--- config.mk ---
export PLATFORM = sky130hd
export DESIGN_NAME = ps2_device
export DESIGN_NICKNAME = d
export VERILOG_FILES = /design/src/rtl/ps2_device.sv
export SDC_FILE = /design/constraint.sdc
export NUM_CORES = 1
export LEC_CHECK = 0
export CAP_MARGIN = 20
export CELL_PAD_IN_SITES_DETAIL_PLACEMENT = 1
export CELL_PAD_IN_SITES_GLOBAL_PLACEMENT = 1
export CORE_ASPECT_RATIO = 1.4
export CORE_MARGIN = 5
export CORE_UTILIZATION = 25
export CTS_CLUSTER_SIZE = 14
export DETAILED_ROUTE_END_ITERATION = 16
export GPL_ROUTABILITY_DRIVEN = 0
export MAX_ROUTING_LAYER = met4
export PLACE_DENSITY = 0.5
export SLEW_MARGIN = 25
export SYNTH_ARGS = -nofsm -noshare
export SYNTH_HDL_FRONTEND = slang
export SYNTH_SLANG_ARGS = --single-unit
--- constraint.sdc ---
create_clock -name clk -period 1.8 [get_ports clk]
set_input_delay 0.54 -clock clk [delete_from_list [all_inputs] [get_ports clk]]
set_output_delay 0.54 -clock clk [all_outputs]
set_load 0.03 [all_outputs]
--- src/rtl/ps2_device.sv ---
// Device-side PS/2 engine: generates the PS/2 clock, sends scan codes and receives host commands.
// Optional feature macro PS2_DEVICE_RESEND_EN: a bad received frame queues an automatic 0xFE.
module ps2_device #(
   parameter int unsigned HALF_PERIOD = 2072,
   parameter int unsigned IDLE_CYCLES = 2590
) (
   input  logic       clk,
   input  logic       reset_low,
   input  logic       ps2_clk_in,
   output logic       ps2_clk_out,
   output logic       ps2_clk_oe,
   input  logic       ps2_data_in,
   output logic       ps2_data_out,
   output logic       ps2_data_oe,
   input  logic       scan_code_valid,
   output logic       scan_code_ready,
   input  logic [7:0] scan_code_byte,
   output logic       command_valid,
   input  logic       command_ready,
   output logic [7:0] command_byte,
   output logic       error
);

   localparam int unsigned TimerW = $clog2(HALF_PERIOD);
   localparam int unsigned IdleW  = $clog2(IDLE_CYCLES + 1);
   localparam logic [TimerW-1:0] TimerLast = TimerW'(HALF_PERIOD - 1);
   localparam logic [IdleW-1:0]  IdleMax   = IdleW'(IDLE_CYCLES);

   typedef enum logic [2:0] {StIdle, StTx, StRxClock, StAck, StHold} state_e;

   state_e state_q, state_d;

   logic              clk_meta_q, clk_sync_q, data_meta_q, data_sync_q;
   logic [TimerW-1:0] timer_q, timer_d;
   logic              phase_q, phase_d;       // 0 = HIGH phase, 1 = LOW phase
   logic [3:0]        bit_cnt_q, bit_cnt_d;
   logic [IdleW-1:0]  idle_cnt_q, idle_cnt_d;
   logic              low_seen_q, low_seen_d;
   logic [7:0]        hold_q, hold_d;
   logic              full_q, full_d;
   logic [9:0]        shift_q, shift_d;
   logic              cmd_valid_q, cmd_valid_d;
   logic [7:0]        cmd_byte_q, cmd_byte_d;
   logic              error_q, error_d;
   logic              clk_oe_q, clk_oe_d;
   logic              data_oe_q, data_oe_d;
   logic              ready_q, ready_d;
`ifdef PS2_DEVICE_RESEND_EN
   logic              resend_q, resend_d;
   logic              tx_resend_q, tx_resend_d;
`endif

   logic        half_end, accept, clocked, tx_bit, frame_ok, tx_pending, tx_finish;
   logic [7:0]  tx_byte;
   logic [15:0] tx_frame;

   assign ps2_clk_out     = 1'b0;
   assign ps2_data_out    = 1'b0;
   assign ps2_clk_oe      = clk_oe_q;
   assign ps2_data_oe     = data_oe_q;
   assign scan_code_ready = ready_q;
   assign command_valid   = cmd_valid_q;
   assign command_byte    = cmd_byte_q;
   assign error           = error_q;

   assign half_end = (timer_q == TimerLast);
   assign accept   = scan_code_valid & ready_q;
   assign clocked  = (state_q == StTx) || (state_q == StRxClock) || (state_q == StAck);

`ifdef PS2_DEVICE_RESEND_EN
   assign tx_pending = full_q | resend_q;
   assign tx_byte    = tx_resend_q ? 8'hFE : hold_q;
`else
   assign tx_pending = full_q;
   assign tx_byte    = hold_q;
`endif

   // Frame bit order on the wire: start, data LSB first, odd parity, stop.
   assign tx_frame = {5'b11111, 1'b1, ~(^tx_byte), tx_byte, 1'b0};
   assign tx_bit   = tx_frame[bit_cnt_q];
   assign frame_ok = (^shift_q[8:0]) & shift_q[9];

   always_ff @(posedge clk or negedge reset_low) begin
      if (!reset_low) begin
         clk_meta_q  <= 1'b1;
         clk_sync_q  <= 1'b1;
         data_meta_q <= 1'b1;
         data_sync_q <= 1'b1;
      end else begin
         clk_meta_q  <= ps2_clk_in;
         clk_sync_q  <= clk_meta_q;
         data_meta_q <= ps2_data_in;
         data_sync_q <= data_meta_q;
      end
   end

   always_comb begin
      state_d     = state_q;
      timer_d     = timer_q;
      phase_d     = phase_q;
      bit_cnt_d   = bit_cnt_q;
      idle_cnt_d  = '0;
      low_seen_d  = 1'b0;
      hold_d      = hold_q;
      full_d      = full_q;
      shift_d     = shift_q;
      cmd_valid_d = cmd_valid_q;
      cmd_byte_d  = cmd_byte_q;
      error_d     = 1'b0;
      tx_finish   = 1'b0;
`ifdef PS2_DEVICE_RESEND_EN
      resend_d    = resend_q;
      tx_resend_d = tx_resend_q;
`endif

      if (cmd_valid_q && command_ready) cmd_valid_d = 1'b0;
      if (accept) begin
         hold_d = scan_code_byte;
         full_d = 1'b1;
      end

      if (clocked) begin
         if (half_end) begin
            timer_d = '0;
            phase_d = ~phase_q;
            if (phase_q) bit_cnt_d = bit_cnt_q + 4'd1;
         end else begin
            timer_d = timer_q + TimerW'(1);
         end
      end

      unique case (state_q)
         StIdle: begin
            if (clk_sync_q && data_sync_q) begin
               idle_cnt_d = (idle_cnt_q == IdleMax) ? idle_cnt_q : idle_cnt_q + IdleW'(1);
            end
            low_seen_d = !clk_sync_q || (low_seen_q && !data_sync_q);
            if (low_seen_q && clk_sync_q && !data_sync_q) begin
               state_d = StRxClock;
            end else if (tx_pending && idle_cnt_q == IdleMax) begin
               state_d = StTx;
`ifdef PS2_DEVICE_RESEND_EN
               tx_resend_d = resend_q;
`endif
            end
         end
         StTx: begin
            // Host holding the clock low at the end of a HIGH phase is an inhibit.
            if (half_end && !phase_q && !clk_sync_q) begin
               if (bit_cnt_q == 4'd10) tx_finish = 1'b1;
               else                    state_d   = StHold;
            end else if (half_end && phase_q && bit_cnt_q == 4'd10) begin
               tx_finish = 1'b1;
            end
         end
         StHold: begin
            if (clk_sync_q) state_d = data_sync_q ? StIdle : StRxClock;
         end
         StRxClock: begin
            if (half_end && !phase_q) shift_d = {data_sync_q, shift_q[9:1]};
            if (half_end && phase_q && bit_cnt_q == 4'd9) state_d = StAck;
         end
         StAck: begin
            if (half_end && phase_q) begin
               state_d = StIdle;
               if (frame_ok) begin
                  cmd_valid_d = 1'b1;
                  cmd_byte_d  = shift_q[7:0];
               end else begin
                  error_d = 1'b1;
`ifdef PS2_DEVICE_RESEND_EN
                  resend_d = 1'b1;
`endif
               end
            end
         end
         default: state_d = StIdle;
      endcase

      if (tx_finish) begin
         state_d = StIdle;
`ifdef PS2_DEVICE_RESEND_EN
         if (tx_resend_q) resend_d = 1'b0;
         else             full_d   = 1'b0;
`else
         full_d = 1'b0;
`endif
      end

      // Every state change starts the bit timer afresh at a HIGH phase.
      if (state_d != state_q) begin
         timer_d   = '0;
         phase_d   = 1'b0;
         bit_cnt_d = '0;
      end

      clk_oe_d  = clocked && phase_q;
      data_oe_d = ((state_q == StTx) && !tx_bit) || (state_q == StAck);
      // Drop ready in the accepting cycle so the same byte is never taken twice.
      ready_d   = !full_q && !accept;
   end

   always_ff @(posedge clk or negedge reset_low) begin
      if (!reset_low) begin
         state_q     <= StIdle;
         timer_q     <= '0;
         phase_q     <= 1'b0;
         bit_cnt_q   <= '0;
         idle_cnt_q  <= '0;
         low_seen_q  <= 1'b0;
         hold_q      <= '0;
         full_q      <= 1'b0;
         shift_q     <= '0;
         cmd_valid_q <= 1'b0;
         cmd_byte_q  <= '0;
         error_q     <= 1'b0;
         clk_oe_q    <= 1'b0;
         data_oe_q   <= 1'b0;
         ready_q     <= 1'b0;
`ifdef PS2_DEVICE_RESEND_EN
         resend_q    <= 1'b0;
         tx_resend_q <= 1'b0;
`endif
      end else begin
         state_q     <= state_d;
         timer_q     <= timer_d;
         phase_q     <= phase_d;
         bit_cnt_q   <= bit_cnt_d;
         idle_cnt_q  <= idle_cnt_d;
         low_seen_q  <= low_seen_d;
         hold_q      <= hold_d;
         full_q      <= full_d;
         shift_q     <= shift_d;
         cmd_valid_q <= cmd_valid_d;
         cmd_byte_q  <= cmd_byte_d;
         error_q     <= error_d;
         clk_oe_q    <= clk_oe_d;
         data_oe_q   <= data_oe_d;
         ready_q     <= ready_d;
`ifdef PS2_DEVICE_RESEND_EN
         resend_q    <= resend_d;
         tx_resend_q <= tx_resend_d;
`endif
      end
   end

endmodule

======== After elaboration in Yosys (flattened, before gate mapping) ========
Index checks and enable logic that the tools add are counted.
operators by class
  $add $sub $neg .......................... 3
  $lt $le $gt $ge ......................... 1
  eq/ne operators ......................... 10
  multiplexer cells ....................... 39
  bitwise operators ....................... 4
  reduce and logical (&&, ||, !) cells .... 35
operators with widths
  kind                                                         count
  two-way mux 12 bit                                           6
  adder 12 x 1 -> 12 bit (second input constant)               2
  == test 12 bit (second input constant)                       2
  two-way mux 3 bit                                            8
  two-way mux 1 bit                                            18
  two-way mux 4 bit                                            4
  case mux 3 bit (5 select lines)                              1
  logical AND 1 bit                                            14
  XOR reduction 9 bit                                          1
  == test 4 bit (second input constant)                        2
  nonzero test 2 bit                                           4
  XOR reduction 8 bit                                          1
  == test 3 x 2 -> 1 bit (second input constant)               2
  logical NOT 1 bit                                            6
  AND reduction 3 bit                                          2
  less-than comparator 4 x 5 -> 1 bit (second input constant)  1
  adder 4 x 1 -> 4 bit (second input constant)                 1
  binary-select mux 1 bit (select 4 bit)                       1
  logical OR 1 bit                                             4
  AND reduction 2 bit                                          2
  == test 3 x 1 -> 1 bit (second input constant)               1
  == test 3 bit (second input constant)                        1
  logical NOT 3 bit                                            1
  != test 3 bit                                                1
  4 further kinds                                              6
storage, ports and cells
  flip-flop bits (word level) ............. 69
  input port bits ......................... 14
  output and inout bits ................... 15
  word-level logic and storage cells ...... 111

======== Longest topological paths before layout ========
Gate-level depths: netlist of the first run.
  depth after elaboration ................. 10
  mapped depth ............................ 9
  depth with buffers taken out ............ 8

======== Least setup slack after synthesis of the first run ========
No wires, ideal clock.
  kind .................................... flip-flop to flip-flop
  from .................................... register timer_q[0]
  to ...................................... register cmd_byte_q[0] (netlist: command_byte[0])
  setup time .............................. 0.125 ns
  arrival ................................. 1.818 ns
  required time ........................... 1.675 ns
  slack ................................... -0.143 ns
  cell stages (with the launch flop) ...... 9
  path buffers ............................ 1
  period minus slack after synthesis ...... 1.943 ns
  cells stage by stage .................... dfrtp_1 > ha_1 > and4b_1 > nand3_4 > nor2_4 > and3_1 > and3_4 > buf_12 > mux2_4
on the way
  word-level cells in the longest chain between the ends .. 3
RTL lines
  item                           line  text
  from (decl)                    34    logic [TimerW-1:0] timer_q, timer_d;
  from (signal assigned)         226   timer_q <= timer_d;
  == test 12 bit                 66    assign half_end = (timer_q == TimerLast);
  logical AND 1 bit              164   if (half_end && phase_q) begin
  AND reduction 3 bit (no line)  n/a
  to (signal assigned)           235   cmd_byte_q <= cmd_byte_d;
  to (decl)                      43    logic [7:0] cmd_byte_q, cmd_byte_d;
No other way between the ends.
A chain may end at the register's enable or synchronous reset.

======== Worst setup path after layout of the first run ========
  from .................................... register timer_q[7]
  to ...................................... register cmd_byte_q[1] (netlist: command_byte[1])
The elaborated chain is that of the path after synthesis.

==> impl_metrics.env, run 1 <==
export IMPL_die_w_um=110
export IMPL_cts_sinks=69
export IMPL_routedWlPerCell_um=13.9
export IMPL_rsz0062_at_grt="true"
export IMPL_synth_edff_count=0
export IMPL_setup_ws_ns=-0.121
export IMPL_syn_avg_cell_area_um2=11.2
export IMPL_final_common_cell="dfrtp_1"
export IMPL_synthFlopType="dfrtp_1"
export IMPL_grt_total_usage_pct=11.5
export IMPL_final_max_slew_viol_count=0
export IMPL_p_sw_share_pct=26.2
export IMPL_hold_class="input pin to async pin"
export IMPL_finalSetupViolCount=34
export IMPL_die_h_um=150
export IMPL_synth_cell_types=56
export IMPL_syn_cell_area_um2=3480
export IMPL_yosys_warnings=0
export IMPL_grt_pass1_vias=2911
export IMPL_core_area_um2=13800
export IMPL_grt_overflow_total=0
export IMPL_cpPeakStageDelay_ns=0.41
export IMPL_timing_fmax_mhz=521
export IMPL_power_density_nw_per_um2=953
export IMPL_finalCritPeriodShare_pct=107
export IMPL_intPower_uw=3400
export IMPL_peakVddDrop_mv=0.449
export IMPL_finalNonFillerCells=589
export IMPL_cts_buffers=9
export IMPL_ys_async_sr_fraction_pct=100
export IMPL_clk_path_buf_depth=2
export IMPL_grt_max_degree=70
export IMPL_worst_hold_slack_ns=0.222
export IMPL_synth_seq_cells=69
export IMPL_post_drt_via_cell_ratio=4.41
export IMPL_layout_nets=419
export IMPL_reg2reg_depth=6
export IMPL_pwr_share_comb_pct=20.2
export IMPL_numPortBuffers=26
export IMPL_p_clk_share_pct=41.2
export IMPL_finClkSkew_ns=0.00727
export IMPL_r2r_start="timer_q[7]$_DFFE_PN0P_"
export IMPL_antenna_found_initial=0
export IMPL_grt_pass1_wl_um=14200
export IMPL_synth_seq_area_share_pct=49.8
export IMPL_clk_latency_ns=0.33
export IMPL_cp_max_fo=6
export IMPL_drtIter0Drc=54
export IMPL_cp_common_cell="and3_4"
export IMPL_layout_drive_gt1_share_pct=34.7
export IMPL_synth_area_leaders="dfrtp_1 (47%), mux2_2 (5.5%), xnor2_1 (4.5%)"
export IMPL_cts_root_buf="clkbuf_16"
export IMPL_start_util_pct=25.2
export IMPL_register_area_um2=1730
export IMPL_hpwlAfterDp_um=6000
export IMPL_synth_largest_area_cell="dfrtp_1"
export IMPL_dpl_cell_count=565
export IMPL_fin_crit_ns=1.92
export IMPL_drc_errors=0
export IMPL_multi_input_area_um2=1780
export IMPL_clk_pin_slew_ns=0.06
export IMPL_p_leak_uw=0.00218
export IMPL_hold_viol_final=0
export IMPL_violations="setup timing"
export IMPL_crit_chain="nor4_4 > nand3_4 > nor2_4 > and3_4 > and3_4 > mux2_4"
export IMPL_areaGrowthSynthToFinish_pct=39.1
export IMPL_cp_start_kind="flip-flop"
export IMPL_wirelength_um=8220
export IMPL_p_seq_share_pct=38.6
export IMPL_num_fill_cells=1555
export IMPL_cap_violations=0
export IMPL_p_switching_uw=1210
export IMPL_cp_arrival_ns=2.13
export IMPL_ant_nets=0
export IMPL_cp_slowest_cell="dfrtp_1"
export IMPL_die_area_um2=16400
export IMPL_rr_endpoint="command_byte[1]$_DFFE_PN0P_"
export IMPL_drt_pass1_iter_count=4
export IMPL_crit_type="flip-flop to flip-flop"
export IMPL_num_vias=2595
export IMPL_cts_tree="built"
export IMPL_htree_levels=3
export IMPL_rrSetupSlack_ns=-0.12
export IMPL_boundaryPins=29
export IMPL_layout_common_cells="dfrtp_1 (64), buf_4 (53), nor2_1 (28), nand2_1 (20)"
export IMPL_synth_top_area_share_pct=46.8
export IMPL_critPathCaptureType="flip-flop"
export IMPL_syn_inst=311
export IMPL_diodes=0
export IMPL_worstPathRequired_ns=2.01
export IMPL_rows=51
export IMPL_status="complete, but fails checks"
## worst max path at each step
stage                           start                     endpoint  slack [ns]
6_report       timer_q[7]$_DFFE_PN0P_  command_byte[1]$_DFFE_PN0P_       -0.12
3_3_place_gp   timer_q[0]$_DFFE_PN0P_       timer_q[8]$_DFFE_PN0P_       -0.18
3_5_place_dp   timer_q[0]$_DFFE_PN0P_      timer_q[11]$_DFFE_PN0P_       -0.24
4_1_cts        timer_q[1]$_DFFE_PN0P_  command_byte[1]$_DFFE_PN0P_       -0.15
2_1_floorplan  timer_q[0]$_DFFE_PN0P_  command_byte[0]$_DFFE_PN0P_       -0.14
5_1_grt        timer_q[7]$_DFFE_PN0P_  command_byte[4]$_DFFE_PN0P_       -0.22
## area by class of cell
class | count | area share, %
Clock buffer | 12 | 5.10
Clock inverter | 4 | 1.50
Inverter | 7 | 0.544
Multi-Input combinational cell | 227 | 36.7
Sequential cell | 69 | 35.9
Tap cell | 185 | 4.79
Timing Repair Buffer | 85 | 15.5
## synthesized netlist by cell type, types with 2 or more instances
| library cell | n |
|---|---|
| buf_2 | 2 |
| a21boi_0 | 2 |
| dfstp_2 | 4 |
| nand2_1 | 21 |
| and3_1 | 8 |
| nand2b_1 | 2 |
| mux2_4 | 8 |
| xor2_1 | 16 |
| nand3b_1 | 2 |
| a21oi_1 | 11 |
| inv_1 | 7 |
| xnor2_1 | 18 |
| nand3_1 | 13 |
| nor2b_1 | 3 |
| buf_4 | 2 |
| nand4_1 | 6 |
| ha_1 | 6 |
| and2_1 | 2 |
| o21ai_0 | 6 |
| mux2_2 | 17 |
| nor2_1 | 33 |
| clkbuf_1 | 5 |
| or3_1 | 2 |
| dfrtp_1 | 65 |
| o22ai_1 | 2 |
| a211oi_1 | 5 |
| nor3_1 | 13 |
| and3_2 | 2 |
## per-layer routing
layer / GRT usage (%) / up-vias / wire length (µm)
met5: - / - / 0
met1: 11.9 / 1302 / 3290
met3: 2.46 / 7 / 146
li1: - / 1269 / -
met2: 20.9 / 17 / 4660
met4: 4.24 / 0 / 127
## metrics by stage
step	total power (µW)	utilization [%]	setup TNS [ns]	area [µm²]	setup slack, ns
after global placement	2660	31.6	-3.98	4360	-0.180
after global routing	4880	35.1	-5.28	4830	-0.221
after CTS	4690	34.7	-2.75	4780	-0.146
after floorplan	2300	-	-1.23	3490	-0.143
after detailed placement	2670	31.6	-5.79	4360	-0.240
final	4600	35.1	-2.22	4830	-0.121
## cell families (layout without fill, tap and decap cells)
kind of cell               after synthesis  count (layout)  share of synthesized area [%]
AOI/OAI and AO/OA                       37              37                           7.81
xor gates and xnor gates                34              34                           8.57
adders and majority gates                6               6                           2.16
buffers and inverters                   17             108                           2.59
DFF                                     69              69                           49.8
muxes                                   27              27                           9.90
other                                    1               2                          0.108
and+or+nand+nor                        120             121                           19.0
## worst max-delay path, delay by kind of cell, from the launching register on
| kind | cells | cell delay [ns] |
|---|---|---|
| multiplexers | 1 | 0.31 |
| flip-flops | 1 | 0.41 |
| AND/OR/NAND/NOR | 5 | 1.09 |
## sequential cells by signal, indices dropped and copies added (netlist names), 3 cells and up
| signal | count |
|---|---|
| bit_cnt_q | 4 |
| command_byte | 8 |
| hold_q | 8 |
| idle_cnt_q | 12 |
| shift_q | 10 |
| state_q | 3 |
| timer_q | 12 |
## power by group through the flow
stage / registers (µW) / clock network (µW) / logic [µW]
2_1_floorplan: 1780 / 0 / 522
6_report: 1780 / 1900 / 931
4_1_cts: 1780 / 1970 / 936
3_3_place_gp: 1800 / 0 / 853
5_1_grt: 1790 / 2040 / 1050
3_5_place_dp: 1810 / 0 / 866
## repair_timing
item / in CTS / in global routing
pin swaps: 5 / 4
gates cloned: 1 / 0
setup buffers: 3 / 4
hold buffers: 0 / 0
gates resized for setup: 32 / 5
endpoints found under the setup margin: 48 / 37
No activity file was read; power rests on OpenSTA's default activity.
==> inputs of run 2 (changes only) <==
- SLEW_MARGIN: 25 -> 40
==> results of run 2 <==
Same layout as run 1: the final DEF is identical, and so are final timing and power.
==> inputs of run 3 (changes only) <==
--- a/config.mk
+++ b/config.mk
@@ -12,3 +12,3 @@
 export CORE_MARGIN = 5
-export CORE_UTILIZATION = 25
+export CORE_UTILIZATION = 42
 export CTS_CLUSTER_SIZE = 14
@@ -17,3 +17,3 @@
 export MAX_ROUTING_LAYER = met4
-export PLACE_DENSITY = 0.5
+export PLACE_DENSITY = 0.76
 export SLEW_MARGIN = 40
--- a/constraint.sdc
+++ b/constraint.sdc
@@ -3,2 +3,2 @@
 set_output_delay 0.54 -clock clk [all_outputs]
-set_load 0.03 [all_outputs]
+set_load 0.1 [all_outputs]
==> impl_metrics.env, run 3 (synthesis gave the netlist of run 1 again) <==
export IMPL_final_area_um2=4870
export IMPL_worstPathRequired_ns=2.02
export IMPL_cts_sinks=69
export IMPL_areaGrowthSynthToFinish_pct=40.1
export IMPL_start_util_pct=42.7
export IMPL_clk_pin_slew_ns=0.06
export IMPL_setup_ws_ns=-0.183
export IMPL_boundaryPins=29
export IMPL_core_area_um2=8150
export IMPL_num_vias=2674
export IMPL_wl_met3_um=215
export IMPL_cp_max_fo=7
export IMPL_cts_tree="built"
export IMPL_diodes=0
export IMPL_status="complete, but fails checks"
export IMPL_wl_met1_um=3360
export IMPL_power_density_nw_per_um2=915
export IMPL_finalSetupViolCount=34
export IMPL_layout_drive_gt1_share_pct=38.3
export IMPL_p_seq_share_pct=40.1
export IMPL_cap_violations=0
export IMPL_finalCritPeriodShare_pct=110
export IMPL_crit_chain="nor4_4 > and3_2 > a32oi_4 > a21oi_4 > nor2_4 > a2111oi_4"
export IMPL_cpPeakStageDelay_ns=0.41
export IMPL_hold_viol_final=0
export IMPL_p_sw_share_pct=29.0
export IMPL_p_switching_uw=1290
export IMPL_grt_pass1_vias=2983
export IMPL_num_fill_cells=833
export IMPL_p_leak_uw=0.00217
export IMPL_violations="setup timing"
export IMPL_met2_length_um=5280
export IMPL_htree_levels=3
export IMPL_tns_ns=-4.16
export IMPL_hold_class="input pin to async pin"
export IMPL_finClkSkew_ns=0.00755
export IMPL_rows=39
export IMPL_cp_arrival_ns=2.21
export IMPL_worst_hold_slack_ns=0.230
export IMPL_grt_overflow_total=0
export IMPL_largestRegisters="idle_cnt_q: 12 flops, timer_q: 12 flops, shift_q: 10 flops"
export IMPL_r2r_start="timer_q[10]$_DFFE_PN0P_"
export IMPL_grt_max_degree=70
export IMPL_post_drt_via_cell_ratio=5.31
export IMPL_critPathBufInv=0
export IMPL_die_h_um=118
export IMPL_pwr_share_comb_pct=22.9
export IMPL_final_common_cell="dfrtp_1"
export IMPL_critPathTopFamily="simple AND/OR/NAND/NOR gates"
export IMPL_crit_type="flip-flop to flip-flop"
export IMPL_fin_crit_ns=1.98
export IMPL_cp_start_kind="flip-flop"
export IMPL_critPathCaptureType="flip-flop"
export IMPL_layout_nets=417
export IMPL_antenna_found_initial=0
export IMPL_drt_pass1_iter_count=4
export IMPL_ant_nets=0
export IMPL_timing_fmax_mhz=504
export IMPL_drc_errors=0
export IMPL_clk_path_buf_depth=2
export IMPL_layout_common_cells="dfrtp_1 (64), buf_4 (49), nor2_1 (31), nand2_1 (20), buf_12 (18)"
export IMPL_final_util_pct=59.8
export IMPL_cts_root_buf="clkbuf_16"
export IMPL_startpoint="timer_q[10]$_DFFE_PN0P_"
export IMPL_rsz0062_at_grt="true"
export IMPL_die_w_um=86.9
export IMPL_numPortBuffers=26
export IMPL_final_max_slew_viol_count=0
export IMPL_cp_slowest_cell="dfrtp_1"
export IMPL_die_area_um2=10200
export IMPL_grt_total_usage_pct=19.0
export IMPL_routedWlPerCell_um=18.1
export IMPL_p_clk_share_pct=37.0
export IMPL_hpwlAfterDp_um=5780
export IMPL_intPower_uw=3170
export IMPL_wirelength_um=9110
export IMPL_cts_buffers=9
export IMPL_top_layer="met4"
export IMPL_grt_pass1_wl_um=14600
export IMPL_peakVddDrop_mv=0.675
export IMPL_placed_area_um2=4350
export IMPL_drtIter0Drc=104
export IMPL_clk_latency_ns=0.34
run 3: power groups by stage:
stage	Clock (µW)	Combinational [µW]	Sequential, µW
floorplan	0	535	1790
global placement	0	844	1800
detailed placement	0	894	1800
CTS	1680	979	1780
global route	1770	1120	1800
finish	1650	1020	1790
run 3: area by class of cell:
type | instances | area [µm²] | area share, %
multi-input combinational | 227 | 1820 | 37.3
sequential | 69 | 1730 | 35.6
timing repair buffer | 83 | 887 | 18.2
clock buffer | 12 | 256 | 5.27
tap | 102 | 128 | 2.62
inverter | 7 | 26.3 | 0.539
clock inverter | 4 | 22.5 | 0.462
run 3: final timing paths:
| check | to | depth (start not counted) | slack (ns) |
|---|---|---|---|
| max | bit_cnt_q[1]$_DFFE_PN0P_ | 6 | -0.18 |
| min | command_byte[6]$_DFFE_PN0P_ | 2 | 0.23 |
| max reg2reg | bit_cnt_q[1]$_DFFE_PN0P_ | 6 | -0.18 |
| min reg2reg | clk_sync_q$_DFF_PN1_ | 0 | 0.36 |
| max in group asynchronous | clk_sync_q$_DFF_PN1_ | 2 | 1.24 |
| min in group clk | clk_sync_q$_DFF_PN1_ | 0 | 0.36 |
run 3: what timing repair did:
item,in CTS,in global routing
cloned,1,0
buffers inserted,7,3
endpoints found under the setup margin,34,38
pin swaps,14,6
resized for setup,17,15
hold buffers,0,0
run 3: metal layers:
metal | vias to the layer above | GRT usage, %
met4 | 0 | 6.92
met2 | 40 | 34.0
met5 | - | -
met3 | 22 | 3.71
met1 | 1353 | 20.3
li1 | 1259 | -
run 3: per-stage QoR:
| stage | instances | total power, µW | setup WS (ns) |
|---|---|---|---|
| 6_report | 504 | 4460 | -0.183 |
| 5_1_grt | 504 | 4690 | -0.247 |
| 4_1_cts | 502 | 4440 | -0.154 |
| 3_5_place_dp | 478 | 2700 | -0.241 |
| 3_3_place_gp | 478 | 2640 | -0.113 |
| 2_1_floorplan | 312 | 2320 | -0.144 |
run 3: worst reg2reg max path, cell delays in order, from the launching register on:
cell and delay, ns:
dfrtp_1 0.41, nor4_4 0.38, and3_2 0.31, a32oi_4 0.15
a21oi_4 0.25, nor2_4 0.10, a2111oi_4 0.29
